File: src/rtl/wb_select_if.sv
// ---------------------------------------------------------------------------
// wb_select_if
//   Handshake bundle between the writeback source selector and its neighbours.
//   The upstream side offers sel/src_data with in_valid and gets in_ready back.
//   The downstream side receives out_data/out_src/out_err with out_valid and
//   returns out_ready.
//
//   master : upstream + downstream environment (drives requests, out_ready)
//   slave  : wb_select_pipe (drives in_ready and the out_* result)
// ---------------------------------------------------------------------------
interface wb_select_if #(
    parameter int DATA_W  = 8,
    parameter int SRC_W   = 11,
    parameter int NUM_SRC = 4,
    parameter int SEL_W   = 2
) ();
    logic [NUM_SRC*SRC_W-1:0] src_data;
    logic [SEL_W-1:0]         sel;
    logic                     in_valid;
    logic                     in_ready;
    logic [DATA_W-1:0]        out_data;
    logic [SEL_W-1:0]         out_src;
    logic                     out_err;
    logic                     out_valid;
    logic                     out_ready;

    modport master (
        output src_data, sel, in_valid, out_ready,
        input  in_ready, out_data, out_src, out_err, out_valid
    );

    modport slave (
        input  src_data, sel, in_valid, out_ready,
        output in_ready, out_data, out_src, out_err, out_valid
    );
endinterface

File: src/rtl/wb_select_pipe.sv
// ---------------------------------------------------------------------------
// wb_select_pipe
//   Register-writeback source selector. Picks lane `sel` out of NUM_SRC
//   source lanes, narrows it from SRC_W to DATA_W and presents the result
//   through a 1-deep output register backed by a 1-deep skid register.
//
//   Ports
//     clk    : rising-edge clock
//     reset  : synchronous, active-high
//     bus    : wb_select_if.slave
//                src_data/sel/in_valid -> in_ready    (upstream handshake)
//                out_data/out_src/out_err/out_valid <- out_ready (downstream)
//
//   Configuration
//     WB_SAT_EN defined   : lane is signed; out-of-range values clamp to the
//                           signed DATA_W limits and flag out_err.
//     WB_SAT_EN undefined : plain low-bit truncation; out_err = bad sel only.
//
//   in_ready is a register (= !skid valid), so out_ready never reaches
//   in_ready combinationally.
// ---------------------------------------------------------------------------
module wb_select_pipe #(
    parameter int DATA_W  = 8,
    parameter int SRC_W   = 11,
    parameter int NUM_SRC = 4,
    parameter int SEL_W   = 2
) (
    input  logic           clk,
    input  logic           reset,
    wb_select_if.slave     bus
);

`ifdef WB_SAT_EN
    localparam logic signed [SRC_W-1:0] SAT_MAX = SRC_W'((2 ** (DATA_W - 1)) - 1);
    localparam logic signed [SRC_W-1:0] SAT_MIN = -SAT_MAX - SRC_W'(1);
`endif

    // Returns {err, data} for a selected lane.
    function automatic logic [DATA_W:0] narrow_sat(input logic signed [SRC_W-1:0] v);
`ifdef WB_SAT_EN
        if (v > SAT_MAX)
            return {1'b1, SAT_MAX[DATA_W-1:0]};
        else if (v < SAT_MIN)
            return {1'b1, SAT_MIN[DATA_W-1:0]};
        else
            return {1'b0, v[DATA_W-1:0]};
`else
        return {1'b0, DATA_W'(v)};
`endif
    endfunction

    // ---- stage 0: lane select and narrowing (combinational) ----
    logic signed [SRC_W-1:0] lane_p0;
    logic                    sel_hit_p0;
    logic [DATA_W-1:0]       res_data_p0;
    logic                    res_err_p0;

    always_comb begin
        lane_p0    = '0;
        sel_hit_p0 = 1'b0;
        for (int i = 0; i < NUM_SRC; i++) begin
            if (bus.sel == SEL_W'(i)) begin
                lane_p0    = bus.src_data[i*SRC_W +: SRC_W];
                sel_hit_p0 = 1'b1;
            end
        end
        {res_err_p0, res_data_p0} = narrow_sat(lane_p0);
        // A select past the last lane yields zero with the error flag set.
        if (!sel_hit_p0) begin
            res_err_p0  = 1'b1;
            res_data_p0 = '0;
        end
    end

    // ---- stage 1: output register + skid register ----
    logic              vld_p1;
    logic [DATA_W-1:0] data_p1;
    logic [SEL_W-1:0]  src_p1;
    logic              err_p1;

    logic              skid_vld_p1;
    logic [DATA_W-1:0] skid_data_p1;
    logic [SEL_W-1:0]  skid_src_p1;
    logic              skid_err_p1;

    logic              rdy_p1;

    logic accept;
    logic load_main;
    logic take_skid;
    logic load_new;
    logic load_skid;
    logic vld_nxt;
    logic skid_vld_nxt;

    assign accept    = bus.in_valid & rdy_p1;
    assign load_main = !vld_p1 | bus.out_ready;

    always_comb begin
        take_skid    = 1'b0;
        load_new     = 1'b0;
        load_skid    = 1'b0;
        vld_nxt      = vld_p1;
        skid_vld_nxt = skid_vld_p1;
        if (load_main) begin
            if (skid_vld_p1) begin
                // Skid drains first so results leave in acceptance order.
                take_skid    = 1'b1;
                vld_nxt      = 1'b1;
                skid_vld_nxt = accept;
                load_skid    = accept;
            end else if (accept) begin
                load_new = 1'b1;
                vld_nxt  = 1'b1;
            end else begin
                vld_nxt = 1'b0;
            end
        end else if (accept) begin
            load_skid    = 1'b1;
            skid_vld_nxt = 1'b1;
        end
    end

    always_ff @(posedge clk) begin
        if (reset) begin
            vld_p1      <= 1'b0;
            skid_vld_p1 <= 1'b0;
            rdy_p1      <= 1'b0;
            data_p1     <= '0;
            src_p1      <= '0;
            err_p1      <= 1'b0;
        end else begin
            vld_p1      <= vld_nxt;
            skid_vld_p1 <= skid_vld_nxt;
            rdy_p1      <= !skid_vld_nxt;
            if (take_skid) begin
                data_p1 <= skid_data_p1;
                src_p1  <= skid_src_p1;
                err_p1  <= skid_err_p1;
            end else if (load_new) begin
                data_p1 <= res_data_p0;
                src_p1  <= bus.sel;
                err_p1  <= res_err_p0;
            end
        end
    end

    // Skid payload is only meaningful while skid_vld_p1 is set.
    always_ff @(posedge clk) begin
        if (load_skid) begin
            skid_data_p1 <= res_data_p0;
            skid_src_p1  <= bus.sel;
            skid_err_p1  <= res_err_p0;
        end
    end

    assign bus.in_ready  = rdy_p1;
    assign bus.out_valid = vld_p1;
    assign bus.out_data  = data_p1;
    assign bus.out_src   = src_p1;
    assign bus.out_err   = err_p1;

endmodule

File: src/flat_wrapper.sv
// flat-port wrapper written by rule: the top's interface ports become plain ports
module wb_select_pipe_flat 
#(
    parameter int DATA_W  = 8,
    parameter int SRC_W   = 11,
    parameter int NUM_SRC = 4,
    parameter int SEL_W   = 2
)
  (clk, reset, bus_src_data, bus_sel, bus_in_valid, bus_out_ready, bus_in_ready, bus_out_data, bus_out_src, bus_out_err, bus_out_valid);
  wb_select_if #(.DATA_W(DATA_W), .SRC_W(SRC_W), .NUM_SRC(NUM_SRC), .SEL_W(SEL_W)) bus_i ();
  input  logic clk;
  input  logic reset;
  input wire logic [$bits(bus_i.src_data)-1:0] bus_src_data;
  input wire logic [$bits(bus_i.sel)-1:0] bus_sel;
  input wire logic [$bits(bus_i.in_valid)-1:0] bus_in_valid;
  input wire logic [$bits(bus_i.out_ready)-1:0] bus_out_ready;
  output wire logic [$bits(bus_i.in_ready)-1:0] bus_in_ready;
  output wire logic [$bits(bus_i.out_data)-1:0] bus_out_data;
  output wire logic [$bits(bus_i.out_src)-1:0] bus_out_src;
  output wire logic [$bits(bus_i.out_err)-1:0] bus_out_err;
  output wire logic [$bits(bus_i.out_valid)-1:0] bus_out_valid;
  assign bus_i.src_data = bus_src_data;
  assign bus_i.sel = bus_sel;
  assign bus_i.in_valid = bus_in_valid;
  assign bus_i.out_ready = bus_out_ready;
  assign bus_in_ready = bus_i.in_ready;
  assign bus_out_data = bus_i.out_data;
  assign bus_out_src = bus_i.out_src;
  assign bus_out_err = bus_i.out_err;
  assign bus_out_valid = bus_i.out_valid;
  wb_select_pipe #(.DATA_W(DATA_W), .SRC_W(SRC_W), .NUM_SRC(NUM_SRC), .SEL_W(SEL_W)) u_core (.clk(clk), .reset(reset), .bus(bus_i));
endmodule
File: config.mk
export PLATFORM = sky130hd
export DESIGN_NAME = wb_select_pipe_flat
export DESIGN_NICKNAME = d
export VERILOG_FILES = /design/src/rtl/wb_select_if.sv /design/src/rtl/wb_select_pipe.sv /design/src/flat_wrapper.sv
export SDC_FILE = /design/constraint.sdc
export NUM_CORES = 1
export LEC_CHECK = 0
export CORE_AREA = 5 5 72 74
export DETAILED_ROUTE_END_ITERATION = 12
export DIE_AREA = 0 0 77 79
export GPL_TIMING_DRIVEN = 0
export PLACE_DENSITY_LB_ADDON = 0.12
export SYNTH_ARGS = -nofsm -noshare
export SYNTH_HDL_FRONTEND = slang
export SYNTH_SLANG_ARGS = --single-unit
File: constraint.sdc
create_clock -name clk -period 2 [get_ports clk]
set_clock_uncertainty 0.1 [all_clocks]
set_input_delay 0.4 -clock clk [delete_from_list [all_inputs] [get_ports clk]]
set_output_delay 0.4 -clock clk [all_outputs]
set_load 0.01 [all_outputs]
* Yosys cells after proc, flatten, opt, wreduce, memory -nomap -nowiden
Cells that the tools add are included. W data, S select, Z words.
Storage, ports and cells: bits in registers 25, input bits 50
Operators by class: eq/ne operators 3, mux-type cells 26, bitwise logic cells 2, reduce and logical (&&, ||, !) cells 4
Operators by type and width (number):
- $mux W8 | 7
- $mux W1 | 17
- $eq A2 B2 Y1 const B | 2
- $mux W2 | 2
- $eq A2 B1 Y1 const B | 1
- $logic_not A1 Y1 | 2
- $logic_not A2 Y1 | 1
- $reduce_bool A2 Y1 | 1
- $and A1 B1 Y1 | 1
- $or A1 B1 Y1 | 1

* Depth between registers and ports, before layout
depth after elaboration 8, depth in mapped cells 4, gate-level depth less buffers 3

* Worst setup path after synthesis
No wires, ideal clock.
kind register to register, from register u_core.vld_p1, in the netlist u_core.bus.out_valid, to register u_core.skid_data_p1[0], enable pin, library setup time 0.378 ns, data arrival time 1.480 ns, data required time 1.522 ns, slack 0.042 ns, stages on the path, launching flop included 5, buffers on the path 1, clock period less this slack 1.958 ns, path through dfxtp_1 > nor2b_1 > clkbuf_1 > nor2_1 > nor2_1
Between the ends: longest elaborated chain between the ends 3
RTL lines:
- from (decl) | line wb_select_pipe.sv:76 | logic vld_p1;
- from (signal assigned) | line wb_select_pipe.sv:133 | vld_p1 <= vld_nxt;
- $logic_not A1 Y1 | line wb_select_pipe.sv:97 | assign load_main = !vld_p1 | bus.out_ready;
- $or A1 B1 Y1 | line wb_select_pipe.sv:97
- $mux W1 | line wb_select_pipe.sv:105 | if (load_main) begin
- via u_core.load_skid | line wb_select_pipe.sv:92 | logic load_skid;
- to (signal assigned) | line wb_select_pipe.sv:151 | skid_data_p1 <= res_data_p0;
- to (decl) | line wb_select_pipe.sv:82 | logic [DATA_W-1:0] skid_data_p1;
The timed path passes the listed nets, and every way through them passes these cells. A chain may end at the register's enable or synchronous reset.

* Final worst setup path
from input port bus_sel[0], to register u_core.data_p1[1], in the netlist u_core.bus.out_data[1]
Between the ends: longest elaborated chain between the ends 8, elaborated cells between the ends (all ways) 15, those cells by class eq/ne: 3; mux: 11; reduce/logical: 1
RTL lines:
- from (decl) | line flat_wrapper.sv:14 | input wire logic [$bits(bus_i.sel)-1:0] bus_sel;
- $logic_not A2 Y1 | line wb_select_pipe.sv:62 | if (bus.sel == SEL_W'(i)) begin
- $mux W8 or $mux W1 (tied branches) (4 in series) | line wb_select_pipe.sv:62
- $mux W8 * | line wb_select_pipe.sv:69 | if (!sel_hit_p0) begin
- via u_core.res_data_p0[1] | line wb_select_pipe.sv:55 | logic [DATA_W-1:0] res_data_p0;
- $mux W8 * | line wb_select_pipe.sv:140 | end else if (load_new) begin
- $mux W8 * | line wb_select_pipe.sv:136 | if (take_skid) begin
- to (signal assigned) | line wb_select_pipe.sv:137 | data_p1 <= skid_data_p1;
- to (signal assigned) | line wb_select_pipe.sv:141 | data_p1 <= res_data_p0;
- to (decl) | line wb_select_pipe.sv:77 | logic [DATA_W-1:0] data_p1;
Mark *: on every way through the listed nets, which the timed path passes. The rest lies on a longest branch. The select of a mux whose other input is x is not followed.

==> reports/qor.yml <==
ios: 63
ys.flop_type: "dfxtp_1"
tightest_slew_ns: 0.535
clkPwrFrac: 0.286
worst_slack_ns: 0.130
grt_pass1_vias: 1089
register_area_um2: 611
synth_compound_area_frac: 0.158
pwr-share-seq: 0.511
synth-edff-count: 11
syn_nets: 166
synthMuxAreaShare: 0.141
tritoncts: "done"
rows: 25
cts.htree.levels: 1
drc_errors: 0
period_share: 0.935
synth_xor_area_frac: 0
syn_inst: 116
p_comb_frac: 0.203
num_antenna_cells: 0
synthArstFlopShare: 0
internal_power_mw: 0.836
hold_path_class: "flop to flop"
place_hpwl_um: 2600
fillCellCount: 421
grt_pass1_wl_um: 5400
synth_cell_types: 23
power_density_nw_per_um2: 577
hold_violations: 0
path_max_fanout: 9
area_growth_syn_to_layout_pct: 49.5
synthMostInstantiatedCell: "dfxtp_1"
pre_cts_slack_ns: -0.924
viasPerCell: 5.06
clk_latency_ns: 0.27
fin_cells: 223
fin_crit_ns: 1.87
cts_buffers: 3
synthTopCellsByCount: "dfxtp_1, a21oi_1, edfxtp_1, nand2b_1, nor2_1"
ff2ff_setup_slack_ns: 0.31
slew_headroom: 0.643
cp.required_ns: 2.07
postCtsHoldBufs: 0
multi_input_area_um2: 626
ys_ff_latch: 25
gr-total-overflow: 0
synth_area_um2: 1280
track_usage: 0.113
synth_adder_area_share: 0
crit_path_max_incr_delay_ns: 0.53
start_kind: "input port"
ant_nets: 0
synth_top_area_frac: 0.258
wirelength_um: 3520
post-route-util: 0.422
ctsRootBufferMaster: "clkbuf_8"
clock_sinks: 25
yosysTopAreaCell: "edfxtp_1"
p_leak_nw: 0.638
fmax_ghz: 0.535
avgSynthCellArea_um2: 11.0
worstPathCellList: "clkdlybuf4s50_1 > buf_6 > mux4_2 > a221o_1"
vias: 1128
placed_cells: 219
grt_max_degree: 16
wl_per_cell_um: 15.8
port_buffers: 49
cp.buffers_inverters: 2
crit_family: "buffers and inverters"
synth_top_family_by_area: "simple AND/OR/NAND/NOR gates"
outcome: "finished clean"
layout.nets: 220
slowest_stage: "mux4_2"
cp_data_arrival_time_ns: 1.94
netSwitchingPower_mw: 0.266
start_util: 0.282
end_kind: "flop"
place_congestion: 0.747
antenna_found_initial: 0
peakVddDrop_v: 0.000254
dieArea_um2: 6080
drive_above_1_share: 0.112
finalSetupViolations: 0
fp.dieH_um: 79
core_area_um2: 4540
setup_tns_ns: 0
die_w_um: 77
rsz0062_at_grt: "no"
cts.path.max_buffers: 2
holdWs_ns: 0.382
swShare: 0.241
maxCapViolations: 0
synth-simple-area-share: 0.182
dr.first_iter.drc_count: 60
criticalPathCategory: "input port to flop"
yosys-top-cells-area: "edfxtp_1, dfxtp_1, mux4_2"
clk_pin_slew_ns: 0.09
yosys_warnings: 0
report.final.slew_viol_count: 0
seq_area_frac_synth: 0.477
dr.pass1.iters: 4
## power groups by stage
| stage | combinational [mW] | sequential [mW] | clock (mW) |
|---|---|---|---|
| floorplan | 0.0921 | 0.581 | 0 |
| CTS | 0.225 | 0.564 | 0.324 |
| finish | 0.224 | 0.564 | 0.315 |
| global placement | 0.220 | 0.575 | 0 |
| global route | 0.240 | 0.566 | 0.343 |
| detailed placement | 0.224 | 0.576 | 0 |
## layout make-up
cell class / instances / area share
clock buffer: 3 / 0.0216
clock inverter: 1 / 0.00393
sequential: 25 / 0.319
timing repair buffer: 50 / 0.267
buffer: 10 / 0.0255
tap: 54 / 0.0353
multi-input combinational: 80 / 0.327
## layer usage
layer	vias to the layer above	GRT usage	routed length (um)
li1	547	-	-
met1	531	0.138	1460
met2	41	0.190	1770
met3	9	0.0238	203
met4	0	0.0533	90
met5	-	0	0
## final timing paths
check / startpoint / end / depth (start not counted)
worst min register to register: u_core.bus.out_src[1] / u_core.bus.out_src[1] / 2
worst min-delay path: u_core.bus.out_src[1] / u_core.bus.out_src[1] / 2
worst max register to register: u_core.bus.out_valid / u_core.skid_data_p1[3] / 5
worst max-delay path: bus_sel[0] / u_core.bus.out_data[1] / 4
## sequential cells by signal (all words and copies together), names as in the netlist
register and count:
u_core.bus.in_ready 1, u_core.bus.out_data 8, u_core.bus.out_err 1, u_core.bus.out_src 2, u_core.bus.out_valid 1, u_core.skid_data_p1 8
u_core.skid_err_p1 1, u_core.skid_src_p1 2, u_core.skid_vld_p1 1
## placed cells by master, fill, tap and decap left out, types with 2 or more instances in the layout
master	instances
clkdlybuf4s50_1	49
dfxtp_1	14
a21oi_1	13
nand2b_1	11
edfxtp_1	11
nor2b_1	9
nor2_1	9
mux4_2	8
nor4_1	8
a221o_1	8
clkbuf_1	5
o21ai_0	3
clkbuf_8	3
clkbuf_2	2
o2111ai_1	2
## worst reg2reg max path: stages (launching register included)
cell and delay (ns):
dfxtp_1 0.36, nor2b_1 0.29, clkbuf_2 0.30, nor2_1 0.12, nor2_4 0.11, buf_12 0.14
## per-stage QoR
| stage | total power [mW] | cell area, um^2 |
|---|---|---|
| finish | 1.10 | 1910 |
| global route | 1.15 | 1910 |
| CTS | 1.11 | 1890 |
| detailed placement | 0.800 | 1840 |
| global placement | 0.795 | 1840 |
| floorplan | 0.673 | 1280 |
## kinds of logic (layout without fill, tap and decap cells)
kind of cell,count (synthesis),in the layout
simple gates,42,42
compound gates,29,29
flops,25,25
other cells,1,1
buf+inv,11,64
mux,8,8
## timing repair
| item | in CTS | in global routing |
|---|---|---|
| buffers inserted | 0 | 1 |
| gates resized for setup | 3 | 2 |
| pin swaps | 0 | 1 |
| setup endpoints to repair | 19 | 16 |
No activity file was read; power rests on OpenSTA's default activity.
